<file path="src/rtl/uart_pkg.sv">
// Shared UART receiver types and defaults: frame state encoding and oversampling rate.
package uart_pkg;

  localparam int OVERSAMPLE_DEFAULT = 16;

  typedef enum logic [2:0] {
    IDLE,
    START,
    DATA,
    PARITY,
    STOP1,
    STOP2
  } rx_state_e;

  // Counter width for a modulo-n count, never narrower than one bit.
  function automatic int cnt_width(input int n);
    return (n > 2) ? $clog2(n) : 1;
  endfunction

endpackage

</file>
<file path="src/rtl/uart_sync.sv">
// Two-flop synchronizer for the asynchronous serial line; both flops idle high.
module uart_sync (
  input  logic wclk,
  input  logic rst_n,
  input  logic d_i,
  output logic q_o
);

  logic [1:0] sync_q;

  always_ff @(posedge wclk or negedge rst_n) begin
    if (!rst_n) begin
      sync_q <= 2'b11;
    end else begin
      sync_q <= {sync_q[0], d_i};
    end
  end

  assign q_o = sync_q[1];

endmodule

</file>
<file path="src/rtl/uart_rx_core.sv">
// Oversampled UART receiver: mid-bit sampling, optional parity, one or two stop bits,
// one-cycle FIFO write strobe with parity, framing and overrun flags.
module uart_rx_core
  import uart_pkg::*;
#(
  parameter int DATA_WIDTH = 8,
  parameter int OVERSAMPLE = OVERSAMPLE_DEFAULT
) (
  input  logic                  wclk,
  input  logic                  rst_n,
  input  logic                  baud_tick,
  input  logic                  rxd,
  input  logic                  parity_en,
  input  logic                  parity_odd,
  input  logic                  stop2,
  input  logic                  fifo_full,
  output logic [DATA_WIDTH-1:0] rx_data,
  output logic                  rx_wr,
  output logic                  parity_err,
  output logic                  frame_err,
  output logic                  overrun_err,
  output logic                  rx_busy
);

  localparam int CNT_W = cnt_width(OVERSAMPLE);
  localparam int BIT_W = cnt_width(DATA_WIDTH);
  localparam logic [CNT_W-1:0] MID_TICK  = CNT_W'(OVERSAMPLE / 2 - 1);
  localparam logic [CNT_W-1:0] FULL_TICK = CNT_W'(OVERSAMPLE - 1);
  localparam logic [BIT_W-1:0] LAST_BIT  = BIT_W'(DATA_WIDTH - 1);

  logic rxd_s;

  rx_state_e              state_q, state_d;
  logic [CNT_W-1:0]       tick_q, tick_d;
  logic [BIT_W-1:0]       bit_q, bit_d;
  logic [DATA_WIDTH-1:0]  shift_q, shift_d;
  logic                   par_en_q, par_en_d;
  logic                   par_odd_q, par_odd_d;
  logic                   stop2_q, stop2_d;
  logic                   perr_q, perr_d;
  logic                   ferr_q, ferr_d;
  logic [DATA_WIDTH-1:0]  rx_data_q, rx_data_d;
  logic                   rx_wr_q, rx_wr_d;
  logic                   parity_err_q, parity_err_d;
  logic                   frame_err_q, frame_err_d;
  logic                   overrun_err_q, overrun_err_d;
  logic                   complete;

  uart_sync u_sync (
    .wclk  (wclk),
    .rst_n (rst_n),
    .d_i   (rxd),
    .q_o   (rxd_s)
  );

  always_ff @(posedge wclk or negedge rst_n) begin
    if (!rst_n) begin
      state_q       <= IDLE;
      tick_q        <= '0;
      bit_q         <= '0;
      shift_q       <= '0;
      par_en_q      <= 1'b0;
      par_odd_q     <= 1'b0;
      stop2_q       <= 1'b0;
      perr_q        <= 1'b0;
      ferr_q        <= 1'b0;
      rx_data_q     <= '0;
      rx_wr_q       <= 1'b0;
      parity_err_q  <= 1'b0;
      frame_err_q   <= 1'b0;
      overrun_err_q <= 1'b0;
    end else begin
      state_q       <= state_d;
      tick_q        <= tick_d;
      bit_q         <= bit_d;
      shift_q       <= shift_d;
      par_en_q      <= par_en_d;
      par_odd_q     <= par_odd_d;
      stop2_q       <= stop2_d;
      perr_q        <= perr_d;
      ferr_q        <= ferr_d;
      rx_data_q     <= rx_data_d;
      rx_wr_q       <= rx_wr_d;
      parity_err_q  <= parity_err_d;
      frame_err_q   <= frame_err_d;
      overrun_err_q <= overrun_err_d;
    end
  end

  always_comb begin
    state_d       = state_q;
    tick_d        = tick_q;
    bit_d         = bit_q;
    shift_d       = shift_q;
    par_en_d      = par_en_q;
    par_odd_d     = par_odd_q;
    stop2_d       = stop2_q;
    perr_d        = perr_q;
    ferr_d        = ferr_q;
    rx_data_d     = rx_data_q;
    rx_wr_d       = 1'b0;
    parity_err_d  = 1'b0;
    frame_err_d   = 1'b0;
    overrun_err_d = 1'b0;
    complete      = 1'b0;

    if (baud_tick) begin
      case (state_q)
        IDLE: begin
          // Line configuration is frozen here so a mid-frame change cannot corrupt the frame.
          if (!rxd_s) begin
            state_d   = START;
            tick_d    = '0;
            bit_d     = '0;
            par_en_d  = parity_en;
            par_odd_d = parity_odd;
            stop2_d   = stop2;
            perr_d    = 1'b0;
            ferr_d    = 1'b0;
          end
        end
        START: begin
          if (tick_q == MID_TICK) begin
            tick_d  = '0;
            state_d = rxd_s ? IDLE : DATA;
          end else begin
            tick_d = tick_q + 1'b1;
          end
        end
        DATA: begin
          if (tick_q == FULL_TICK) begin
            tick_d  = '0;
            shift_d = {rxd_s, shift_q[DATA_WIDTH-1:1]};
            bit_d   = bit_q + 1'b1;
            if (bit_q == LAST_BIT) begin
              state_d = par_en_q ? PARITY : STOP1;
            end
          end else begin
            tick_d = tick_q + 1'b1;
          end
        end
        PARITY: begin
          if (tick_q == FULL_TICK) begin
            tick_d  = '0;
            perr_d  = ((^shift_q) ^ rxd_s) != par_odd_q;
            state_d = STOP1;
          end else begin
            tick_d = tick_q + 1'b1;
          end
        end
        STOP1: begin
          if (tick_q == FULL_TICK) begin
            tick_d = '0;
            ferr_d = ferr_q | ~rxd_s;
            if (stop2_q) begin
              state_d = STOP2;
            end else begin
              complete = 1'b1;
            end
          end else begin
            tick_d = tick_q + 1'b1;
          end
        end
        STOP2: begin
          if (tick_q == FULL_TICK) begin
            tick_d   = '0;
            ferr_d   = ferr_q | ~rxd_s;
            complete = 1'b1;
          end else begin
            tick_d = tick_q + 1'b1;
          end
        end
        default: begin
          state_d = IDLE;
          tick_d  = '0;
        end
      endcase
    end

    // Back to IDLE at the final stop mid-sample so a start edge half a bit later is caught.
    if (complete) begin
      state_d       = IDLE;
      rx_wr_d       = ~fifo_full;
      overrun_err_d = fifo_full;
      parity_err_d  = perr_q;
      frame_err_d   = ferr_d;
      if (!fifo_full) begin
        rx_data_d = shift_q;
      end
    end
  end

  assign rx_data     = rx_data_q;
  assign rx_wr       = rx_wr_q;
  assign parity_err  = parity_err_q;
  assign frame_err   = frame_err_q;
  assign overrun_err = overrun_err_q;
  assign rx_busy     = (state_q != IDLE);

endmodule

</file>
<file path="config.mk">
export PLATFORM = sky130hd
export DESIGN_NAME = uart_rx_core
export DESIGN_NICKNAME = d
export VERILOG_FILES = /design/src/rtl/uart_pkg.sv /design/src/rtl/uart_sync.sv /design/src/rtl/uart_rx_core.sv
export SDC_FILE = /design/constraint.sdc
export NUM_CORES = 1
export LEC_CHECK = 0
export CELL_PAD_IN_SITES_DETAIL_PLACEMENT = 1
export CELL_PAD_IN_SITES_GLOBAL_PLACEMENT = 2
export CORE_AREA = 2 2 94 60
export DETAILED_ROUTE_END_ITERATION = 12
export DIE_AREA = 0 0 96 62
export PLACE_DENSITY_LB_ADDON = 0.1
export REMOVE_ABC_BUFFERS = 1
export SLEW_MARGIN = 10
export SYNTH_ARGS = -nofsm -noshare
export SYNTH_HDL_FRONTEND = slang
export SYNTH_SLANG_ARGS = --single-unit
</file>
<file path="constraint.sdc">
create_clock -name wclk -period 2.4 [get_ports wclk]
set_input_delay 0.48 -clock wclk [delete_from_list [all_inputs] [get_ports wclk]]
set_output_delay 0.48 -clock wclk [all_outputs]
set_load 0.02 [all_outputs]
</file>
==> out/results.txt <==
Util after Layout: 42.4%
first-pass GRT wire length: 6330 um
Clk network pwr share: 27.7%
largest area contributor in the netlist: dfrtp_1
max-cap viol count: 0
RePlAce Congestion: 0.788
PnR worst setup slack: 0.189 ns
crit start category: flip-flop
FF+latch area: 928 sq um
Initial DRT Pass Iterations: 4
cell area after synthesis: 1830 sq um
vias in the first global route: 1,210
EDFF count, synth: 0
Leak Pwr: 0.998 nW
clk root buf: clkbuf_8
total track usage: 14.6%
post-CTS sizing: 0
critical path endpoint category: output port
Buffers on Ports: 20
net count reported at finish: 186
Synth top area share: 47.9%
Setup TNS: 0 ns
core area: 5230 sq um
period utilization: 92.1%
worst clock skew: 0.00700 ns
Area Overhead vs Synth: 21.3%
top cells by area, synth: dfrtp_1 48%, mux2_2 7.4%, mux2_4 6.6%, xnor2_1 4.3%, dfstp_2 2.9%
clk slew on worst S/H paths: 0.08 ns
die area: 5950 sq um
register area share after synthesis: 50.8%
Initial Utilization: 35.0%
cell type group with the largest total delay on the critical path: buffers and inverters
final count of hold timing violations: 0
drt first-iter violations: 47
Syn Area/Cell: 12.3 sq um
Logic pwr share: 29.9%
clock sink count: 37
synth cell count leaders: 35 x dfrtp_1, 12 x mux2_2, 9 x xnor2_1
CTS Hold Bufs: 0
PwrDens: 910 nW/um^2
Die Wd: 96 um
minimum clock period: 2.21 ns
Fmax: 452 MHz
CTS tree: yes
# setup viols final: 0
Slowest-stage cell, CP: clkdlybuf4s50_1
Worst-Skew Late Latency: 0.29 ns
Yosys warning count: 0
Via-to-Cell Ratio: 5.02
most common cell in the netlist: dfrtp_1
critical path type: flip-flop to output port
hold_ws: 0.290 ns
total gr overflow: 0
ys async rst share: 100%
H-tree levels: 2
share of layout cells above drive strength 1: 23.9%
routed len/inst: 16.0 um
Final ANT Viol Nets: 0
largest net degree at the start of global routing: 38
initial antenna violation count: 0
CP required: 1.92 ns
Worst Path Buf+Inv: 2
Primary FF master, synth: dfrtp_1
Seq pwr share: 42.4%
Worst-Margin Slew: 0.828 ns
Multi-input gate area: 836 sq um
critical path peak fanout: 9
sw frac: 33.4%
VDD IR-drop max: 0.000363 V
Clock Tree Buf Depth: 2
Core Rows: 21
Final Max Tran Viols: 0
Slew HR: 44.8%
fillcell total: 563
RSZ-0062 raised after global routing: no
io pins: 21
die height: 62 um
DP HPWL: 2880 um
Yosys reg bits: 37
run status: finished clean
internal power: 0.00134 W
Setup WS pre-CTS: 0.229 ns
Sw Pwr: 0.000674 W
Synth cell types: 41
crit-path max cell delay: 0.54 ns
worst min path class: input port to async pin
cts bufs inserted: 5
crit-path cells: nor3_2, inv_1, clkdlybuf4s50_1
Routed WL: 3920 um
crit path DAT: 1.73 ns
Post-CTS Setup Repair Bufs: 0
Cells after Synth: 149
# DRC: 0
Vias: 1,231
Ant. Diodes: 0
## worst register-to-register path: cells and delay by family (launching register included)
kind / cells / cell delay [ns]
fa+ha+maj: 1 / 0.23
mux: 1 / 0.34
simple gates: 3 / 0.70
compound gates: 1 / 0.16
flops: 1 / 0.39
## power groups by stage
stage | logic [W] | clock network [W] | registers [W]
after global placement | 0.000596 | 0 | 0.000859
after CTS | 0.000609 | 0.000578 | 0.000858
final | 0.000603 | 0.000560 | 0.000856
after floorplan | 0.000420 | 0 | 0.000851
after detailed placement | 0.000605 | 0 | 0.000870
after global routing | 0.000679 | 0.000611 | 0.000876
## layout by cell type, fill, tap and decap left out, types with 2 or more instances in the layout
cell             Yosys  routed
a21oi_4              2       2
dfrtp_1             35      35
nand2_1              5       5
xnor2_1              9       9
nand2b_1             3       3
clkbuf_8             0       6
nor2b_1              2       2
mux2i_1              2       2
dfstp_2              2       2
a21o_1               2       2
ha_1                 3       3
and2_1               3       3
nand3_1              6       6
a21oi_1              4       4
nor2_1               6       6
o21ai_0              8       8
mux2_2              12      12
o21ai_1              2       2
a22o_1               5       5
inv_1                7       7
mux2_4               8       8
clkdlybuf4s50_1      0      19
buf_4                0       4
## per-stage QoR
stage                     area, sq um  total power (W)  std cells
final                            2220          0.00202        245
after global routing             2220          0.00217        245
after detailed placement         2100          0.00148        237
after global placement           2100          0.00145        237
after CTS                        2220          0.00204        245
after floorplan                  1790          0.00127        144
## registers in the layout, indices dropped and copies added, names as in the netlist
name,cells
frame_err,1
state_q,3
u_sync.sync_q,2
par_odd_q,1
overrun_err,1
shift_q,8
tick_q,4
bit_q,3
rx_data,8
rx_wr,1
perr_q,1
stop2_q,1
ferr_q,1
par_en_q,1
parity_err,1
## per-layer routing
metal,vias up,track usage (%),part of all wire [%]
met2,26,20.4,41
met1,619,22.0,54
met4,0,4.29,0.92
li1,581,-,-
met5,-,0,0
met3,5,3.98,4.2
## final cells by class
| cell class | count | share of cell area, % |
|---|---|---|
| Sequential cell | 37 | 41.8 |
| Inverter | 7 | 1.18 |
| Clock inverter | 1 | 1.35 |
| Timing Repair Buffer | 24 | 10.2 |
| Tap cell | 69 | 3.89 |
| Multi-Input combinational cell | 100 | 37.7 |
| Clock buffer | 7 | 3.89 |
## cells by family after synthesis
family | after synthesis | share of synthesized area [%]
flops | 37 | 50.8
simple gates | 34 | 11.4
compound gates | 31 | 12.4
mux | 22 | 15.0
buf+inv | 12 | 3.56
xor+xnor | 10 | 4.79
fa+ha+maj | 3 | 2.05
## final timing paths
check	startpoint	end	slack, ns	cells past startpoint
worst min-delay path	rst_n	par_odd_q	0.29	1
min in group wclk	u_sync.sync_q[0]	u_sync.sync_q[1]	0.36	0
worst max register to register	tick_q[0]	rx_data[4]	0.48	6
worst max-delay path	state_q[0]	rx_busy	0.19	3
max in group asynchronous	rst_n	bit_q[2]	1.59	1
worst min register to register	u_sync.sync_q[0]	u_sync.sync_q[1]	0.36	0
Note: power is estimated with default switching activity, not from simulation.
